`src/rtl/alu_wb_ctrl.sv`:
```
// Writeback controller downstream of the ALU: captures the result (immediately or after
// a multi-cycle shift), then offers it to the register file over valid/ready.
module alu_wb_ctrl #(
    parameter int WIDTH   = 32,
    parameter int RD_W    = 5,
    parameter int TIMEOUT = 40
) (
    input  logic             clk,
    input  logic             reset,
    input  logic             en,
    input  logic [11:0]      decinst,
    input  logic [RD_W-1:0]  rd,
    input  logic [WIDTH-1:0] alu_result,
    input  logic             alu_cmp,
    input  logic             alu_carry,
    input  logic             alu_sl_ok,
    input  logic             wb_ready,
    output logic             wb_valid,
    output logic [RD_W-1:0]  wb_rd,
    output logic [WIDTH-1:0] wb_data,
    output logic             wb_carry,
    output logic             busy,
    output logic             done,
    output logic             timeout_err
);

    typedef enum logic [1:0] {IDLE, WAIT_SL, HOLD} state_t;

    localparam logic [7:0] LAST_COUNT = 8'(TIMEOUT - 1);

    state_t           r_state;
    logic [7:0]       r_count;
    logic             r_wbValid;
    logic [RD_W-1:0]  r_wbRd;
    logic [WIDTH-1:0] r_wbData;
    logic             r_wbCarry;
    logic             r_busy;
    logic             r_done;
    logic             r_timeoutErr;

    logic [2:0]       w_funct3;
    logic             w_isShift;
    logic [WIDTH-1:0] w_capData;

    assign w_funct3  = decinst[9:7];
    assign w_isShift = (w_funct3 == 3'b001) || (w_funct3 == 3'b101);
    // SLT/SLTU write back the comparison flag zero-extended instead of the ALU word
    assign w_capData = ((w_funct3 == 3'b010) || (w_funct3 == 3'b011)) ?
                       {{(WIDTH-1){1'b0}}, alu_cmp} : alu_result;

    always_ff @(posedge clk) begin
        if (!reset) begin
            r_state      <= IDLE;
            r_count      <= '0;
            r_wbValid    <= 1'b0;
            r_wbRd       <= '0;
            r_wbData     <= '0;
            r_wbCarry    <= 1'b0;
            r_busy       <= 1'b0;
            r_done       <= 1'b0;
            r_timeoutErr <= 1'b0;
        end else begin
            r_done <= 1'b0;
            case (r_state)
                IDLE: begin
                    if (en) begin
                        r_wbRd <= rd;
                        if (w_isShift) begin
                            r_state <= WAIT_SL;
                            r_count <= '0;
                            r_busy  <= 1'b1;
                        end else if (rd == '0) begin
                            r_done <= 1'b1;
                        end else begin
                            r_wbData  <= w_capData;
                            r_wbCarry <= alu_carry;
                            r_wbValid <= 1'b1;
                            r_busy    <= 1'b1;
                            r_state   <= HOLD;
                        end
                    end
                end
                WAIT_SL: begin
                    // A late sl_ok on the final allowed cycle still beats the timeout
                    if (alu_sl_ok) begin
                        if (r_wbRd == '0) begin
                            r_done  <= 1'b1;
                            r_busy  <= 1'b0;
                            r_state <= IDLE;
                        end else begin
                            r_wbData  <= alu_result;
                            r_wbCarry <= alu_carry;
                            r_wbValid <= 1'b1;
                            r_state   <= HOLD;
                        end
                    end else if (r_count == LAST_COUNT) begin
                        r_timeoutErr <= 1'b1;
                        r_done       <= 1'b1;
                        r_busy       <= 1'b0;
                        r_state      <= IDLE;
                    end else begin
                        r_count <= r_count + 8'd1;
                    end
                end
                HOLD: begin
                    if (wb_ready) begin
                        r_wbValid <= 1'b0;
                        r_done    <= 1'b1;
                        r_busy    <= 1'b0;
                        r_state   <= IDLE;
                    end
                end
                default: begin
                    r_state <= IDLE;
                    r_busy  <= 1'b0;
                end
            endcase
        end
    end

    assign wb_valid    = r_wbValid;
    assign wb_rd       = r_wbRd;
    assign wb_data     = r_wbData;
    assign wb_carry    = r_wbCarry;
    assign busy        = r_busy;
    assign done        = r_done;
    assign timeout_err = r_timeoutErr;

endmodule

```
`config.mk`:
```
export PLATFORM = sky130hd
export DESIGN_NAME = alu_wb_ctrl
export DESIGN_NICKNAME = d
export VERILOG_FILES = /design/src/rtl/alu_wb_ctrl.sv
export SDC_FILE = /design/constraint.sdc
export NUM_CORES = 1
export LEC_CHECK = 0
export CORE_MARGIN = 2
export CORE_UTILIZATION = 42
export CTS_BUF_LIST = sky130_fd_sc_hd__clkbuf_8 sky130_fd_sc_hd__clkbuf_16
export DETAILED_ROUTE_END_ITERATION = 7
export GPL_ROUTABILITY_DRIVEN = 0
export PLACE_DENSITY = 0.79
export SLEW_MARGIN = 20
export SYNTH_ARGS = -nofsm -noshare
export SYNTH_HDL_FRONTEND = slang
export SYNTH_SLANG_ARGS = --single-unit
```
`constraint.sdc`:
```
create_clock -name clk -period 2.31 [get_ports clk]
set_input_delay 0.5775 -clock clk [delete_from_list [all_inputs] [get_ports clk]]
set_output_delay 0.5775 -clock clk [all_outputs]
set_load 0.005 [all_outputs]
```
# Word-level counts from Yosys, hierarchy flattened
# Cells that the tools add are included.
# W data, S select, Z words.
dict set report classes {
  n_mux 47
  reduce_logical 14
  n_bitwise 1
  addsub 1
  eq_ne 19
}
# op n
set op_table {}
lappend op_table {{$mux W32} 6}
lappend op_table {{$pmux W32 S2} 1}
lappend op_table {{$mux W8} 4}
lappend op_table {{$mux W1} 23}
lappend op_table {{$ne A2 B2 Y1 const B} 9}
lappend op_table {{$pmux W8 S2} 1}
lappend op_table {{$mux W2} 7}
lappend op_table {{$logic_not A5 Y1} 2}
lappend op_table {{$reduce_and A5 Y1} 2}
lappend op_table {{$ne A3 B3 Y1 const B} 3}
lappend op_table {{$pmux W1 S3} 3}
lappend op_table {{$add A8 B1 Y8 const B} 1}
lappend op_table {{$eq A8 B6 Y1 const B} 1}
lappend op_table {{$reduce_and A7 Y1} 1}
lappend op_table {{$eq A3 B2 Y1 const B} 2}
lappend op_table {{$pmux W2 S3} 1}
lappend op_table {{$reduce_and A6 Y1} 1}
lappend op_table {{$reduce_and A4 Y1} 1}
lappend op_table {{$eq A3 B1 Y1 const B} 1}
lappend op_table {{$eq A3 B3 Y1 const B} 1}
lappend op_table {{$reduce_and A3 Y1} 1}
lappend op_table {{$reduce_bool A3 Y1} 1}
lappend op_table {{$eq A2 B1 Y1 const B} 1}
lappend op_table {{$eq A2 B2 Y1 const B} 1}
lappend op_table {{6 further kinds} 7}
dict set report totals {
  reg_bits 52
  wordCells 91
}

# Longest topological paths before layout
dict set report depth {
  word_depth 7
  ltp_mapped 8
}

# Least setup slack after synthesis
# Ideal clock, no wire load.
dict set report synth_timing {
  kind {input to register}
  startpoint {input port decinst[8]}
  endpoint {register r_count[6]}
  path_stages 5
  arrival_ps 1765
  required_time_ps 2237
  path_buffers 1
  setup_slack_ps 471
  cell_sequence {nand4bb_1 a21o_1 clkbuf_1 or4_1 a21oi_1}
}
dict set report synth_between {
  elab_chain_len 4
  word_cells_on_any_way 5
  cone_classes {eq/ne (3); reduce/logical (2)}
}
# element line
set synth_rtl {}
lappend synth_rtl {{start: declaration} 11} ;# input logic [11:0] decinst,
lappend synth_rtl {{$eq A3 B1 Y1 / $eq A3 B3 Y1 (equally long branches)} 46} ;# assign w_isShift = (w_funct3 == 3'b001) || (w_funct3 == 3'b101);
lappend synth_rtl {{$logic_or A1 B1 Y1 *} 46}
lappend synth_rtl {{$ne A2 B2 Y1 (no line) *} n/a}
lappend synth_rtl {{$reduce_and A5 Y1 (no line) *} n/a}
lappend synth_rtl {{end signal: assignment} 102} ;# r_count <= r_count + 8'd1;
lappend synth_rtl {{end: declaration} 32} ;# logic [7:0] r_count;
# Mark *: on every way between the ends. The rest lies on a longest branch, timed or not.
# A chain may end at the register's enable or synchronous reset.

# Worst setup path after layout
# Ends and elaborated chain as after synthesis.

==> flow_summary.ini <==
[synthesis]
synth_warnings = 0
synth.area.top_cells = dfxtp_1, mux2i_1, nand2_1, a21oi_1, buf_12
yosys.area.top_type = dfxtp_1
synthArstFlopShare = 0
ys_seq_elements = 52
synth_cell_types = 40
syn-mean-instance-area_sq_um = 8.76
ys_top_cells_by_count = nand2_1, dfxtp_1, mux2i_1, a21oi_1, clkbuf_1
yosysTopAreaCellShare = 0.447
synthCells = 266
syn_nets = 323
synth_edf_count = 0
yosysMostFrequentCell = nand2_1
synth_flop_cell = dfxtp_1
syn_area_sq_um = 2330
synth-seq-area-share = 0.447

[route]
first_iter_violations = 101
vias_per_cell = 5.01
wl_um = 5690
ant_nets = 0
post_drt_wl_per_cell_um = 13.3
drc = 0
dr.pass1.iters = 4
dr_total_vias = 2148

[finish]
utilization = 0.632
layout-drive-gt1-share = 0.0672
fillers = 459
multiInputGateArea_sq_um = 1160
fin_nets = 413
fin_area_sq_um = 3440
area_growth_pct = 47.4
diodes = 0
seqCellArea_sq_um = 1040
final_cell_count_no_fill = 429

[pwr]
combinationalPowerShare = 0.251
pwr-share-seq = 0.464
pwr-share-clk = 0.284
cellLeakagePower_uw = 0.00139
ir_worst_vdd_mv = 0.393
internal-power_uw = 1630
switching_power_uw = 577
p_total_uw = 2210
pwr_density_cell_nw_per_um2 = 643
swShare = 0.261

[sta]
max_clock_freq_ghz = 0.496
hold_viol = 0
setup_viol = 0
worst_pin_slew_ps = 493
fin_crit_sh = 0.873
finalClockSkew_ps = 13.1
fin_ws_ps = 294
final-max-slew-violation-count = 0
rsz0062_at_grt = false
period_minus_slack_ps = 2020
maxSlewHeadroom = 0.663

[clock_tree]
cts_inserted_buffers = 5
cts_root_buf = clkbuf_8
post_cts_buffers = 0
ctsHoldBuffers = 0
cts_resized = 0
h-tree-depth = 2
cts_tree = built
clkLatencyLatePin_ps = 300
cts_sinks = 52
ctsLongestPathBuffers = 2
clkTransAtPathRegs_ps = 90

[placed_design]
dpl.hpwl_um = 4190
dpl_cell_area_sq_um = 3320
portBuffers = 88
place_ws_ps = -25.5
dp.cells = 421

[worst_setup_path]
cp_slowest_cell = or4_1
rrSetupSlack_ps = 380
worstSetupPathDepth = 5
start_kind = input port
cp-end-kind = flip-flop
path_buf_inv = 1
worstPathRequired_ps = 2540
crit_fanout = 12
critPathKind = in2reg
critPathTopFamily = simple AND/OR/NAND/NOR gates
crit_path_cell_trace = clkdlybuf4s50_1 -> nand4bb_1 -> a21o_1 -> or4_1 -> a21oi_1
reg2regPathDepth = 5
arrival_ps = 2250
critical-path-max-stage-delay_ps = 540

[die]
core-area_sq_um = 5440
die_w_um = 78.5
die_h_um = 78.5
rows = 27
design.die.area_sq_um = 6160
initial_core_util = 0.429
io_pins = 98

[grt]
grt_pass1_wl_um = 9330
first_global_vias = 2182
overflow = 0
antenna_found_initial = 0
track_usage = 0.188
grt_max_degree = 39

[min_path]
hold_path_class = reg2reg
hold_depth = 2

[status]
status = finished clean

[run]
drv_cap = 0
## power groups by stage
| stage | sequential [uW] | clock [uW] | combinational (uW) |
|---|---|---|---|
| 2_1_floorplan | 1040 | 0 | 290 |
| 3_3_place_gp | 1040 | 0 | 550 |
| 3_5_place_dp | 1050 | 0 | 559 |
| 4_1_cts | 1030 | 639 | 563 |
| 5_1_grt | 1040 | 681 | 601 |
| 6_report | 1030 | 628 | 555 |
## cell families after synthesis
group | share of synthesized area
AOI/OAI and AO/OA | 0.103
xor gates and xnor gates | 0.00752
adders and majority gates | 0.00537
buffers and inverters | 0.0601
DFF | 0.447
muxes | 0.146
and+or+nand+nor | 0.232
## layout make-up
cell class                 count  share of cell area
clock buffer                   5              0.0200
timing repair buffer         101               0.296
inverter                       4             0.00437
tap                           72              0.0262
clock inverter                 3              0.0124
multi-input combinational    192               0.338
sequential                    52               0.303
## routing by layer
| layer | up-vias | GRT usage | part of all wire | wire length (um) |
|---|---|---|---|---|
| met2 | 59 | 0.340 | 0.50 | 2840 |
| met3 | 7 | 0.0483 | 0.059 | 333 |
| li1 | 1093 | - | - | - |
| met1 | 989 | 0.214 | 0.43 | 2440 |
| met5 | - | 0 | 0 | 0 |
| met4 | 0 | 0.0614 | 0.013 | 72 |
## per-stage QoR
stage               setup TNS, ps  hold slack, ps
global route                    0             486
global placement                0             443
finish                          0             464
detailed placement          -25.5             447
floorplan                       0             450
CTS                             0             468
## worst min-delay path, delay by kind of cell, from the launching register on
family,cells,cell delay [ps]
compound gates,1,50
buf+inv,1,50
flops,1,320
## placed cells by master (no fill, tap or decap), drive strengths merged
master and instances:
clkdlybuf4s50 88, nand2 81, dfxtp 52, mux2i 34, a21oi 14, buf 13, nor2 8, o21ai 7
inv 6, clkbuf 5, or4 5, nand3 4, o31ai 4, nand2b 3, nor2b 3, or3 3
a211oi 3, a2111oi 2, xnor2 2, and4 2, and2 1, o211a 1, nor3 1, o211ai 1
and3 1, a21boi 1, nand4bb 1, a21o 1, nand4 1, nor4bb 1, a311oi 1, nor4 1
nor3b 1, and4b 1, a221oi 1, a41oi 1, ha 1, bufinv 1
## worst paths after layout
kind | start | end
setup / recovery | decinst[8] | r_count[6]
hold / removal | wb_valid | wb_valid
setup reg to reg | wb_rd[1] | wb_data[7]
hold reg to reg | wb_valid | wb_valid
## state kept, by name, indices dropped and copies added, names as in the netlist
name         count
wb_rd            5
wb_valid         1
wb_data         32
timeout_err      1
r_count          8
wb_carry         1
r_state          2
done             1
busy             1
Note: power is estimated with default switching activity, not from simulation.
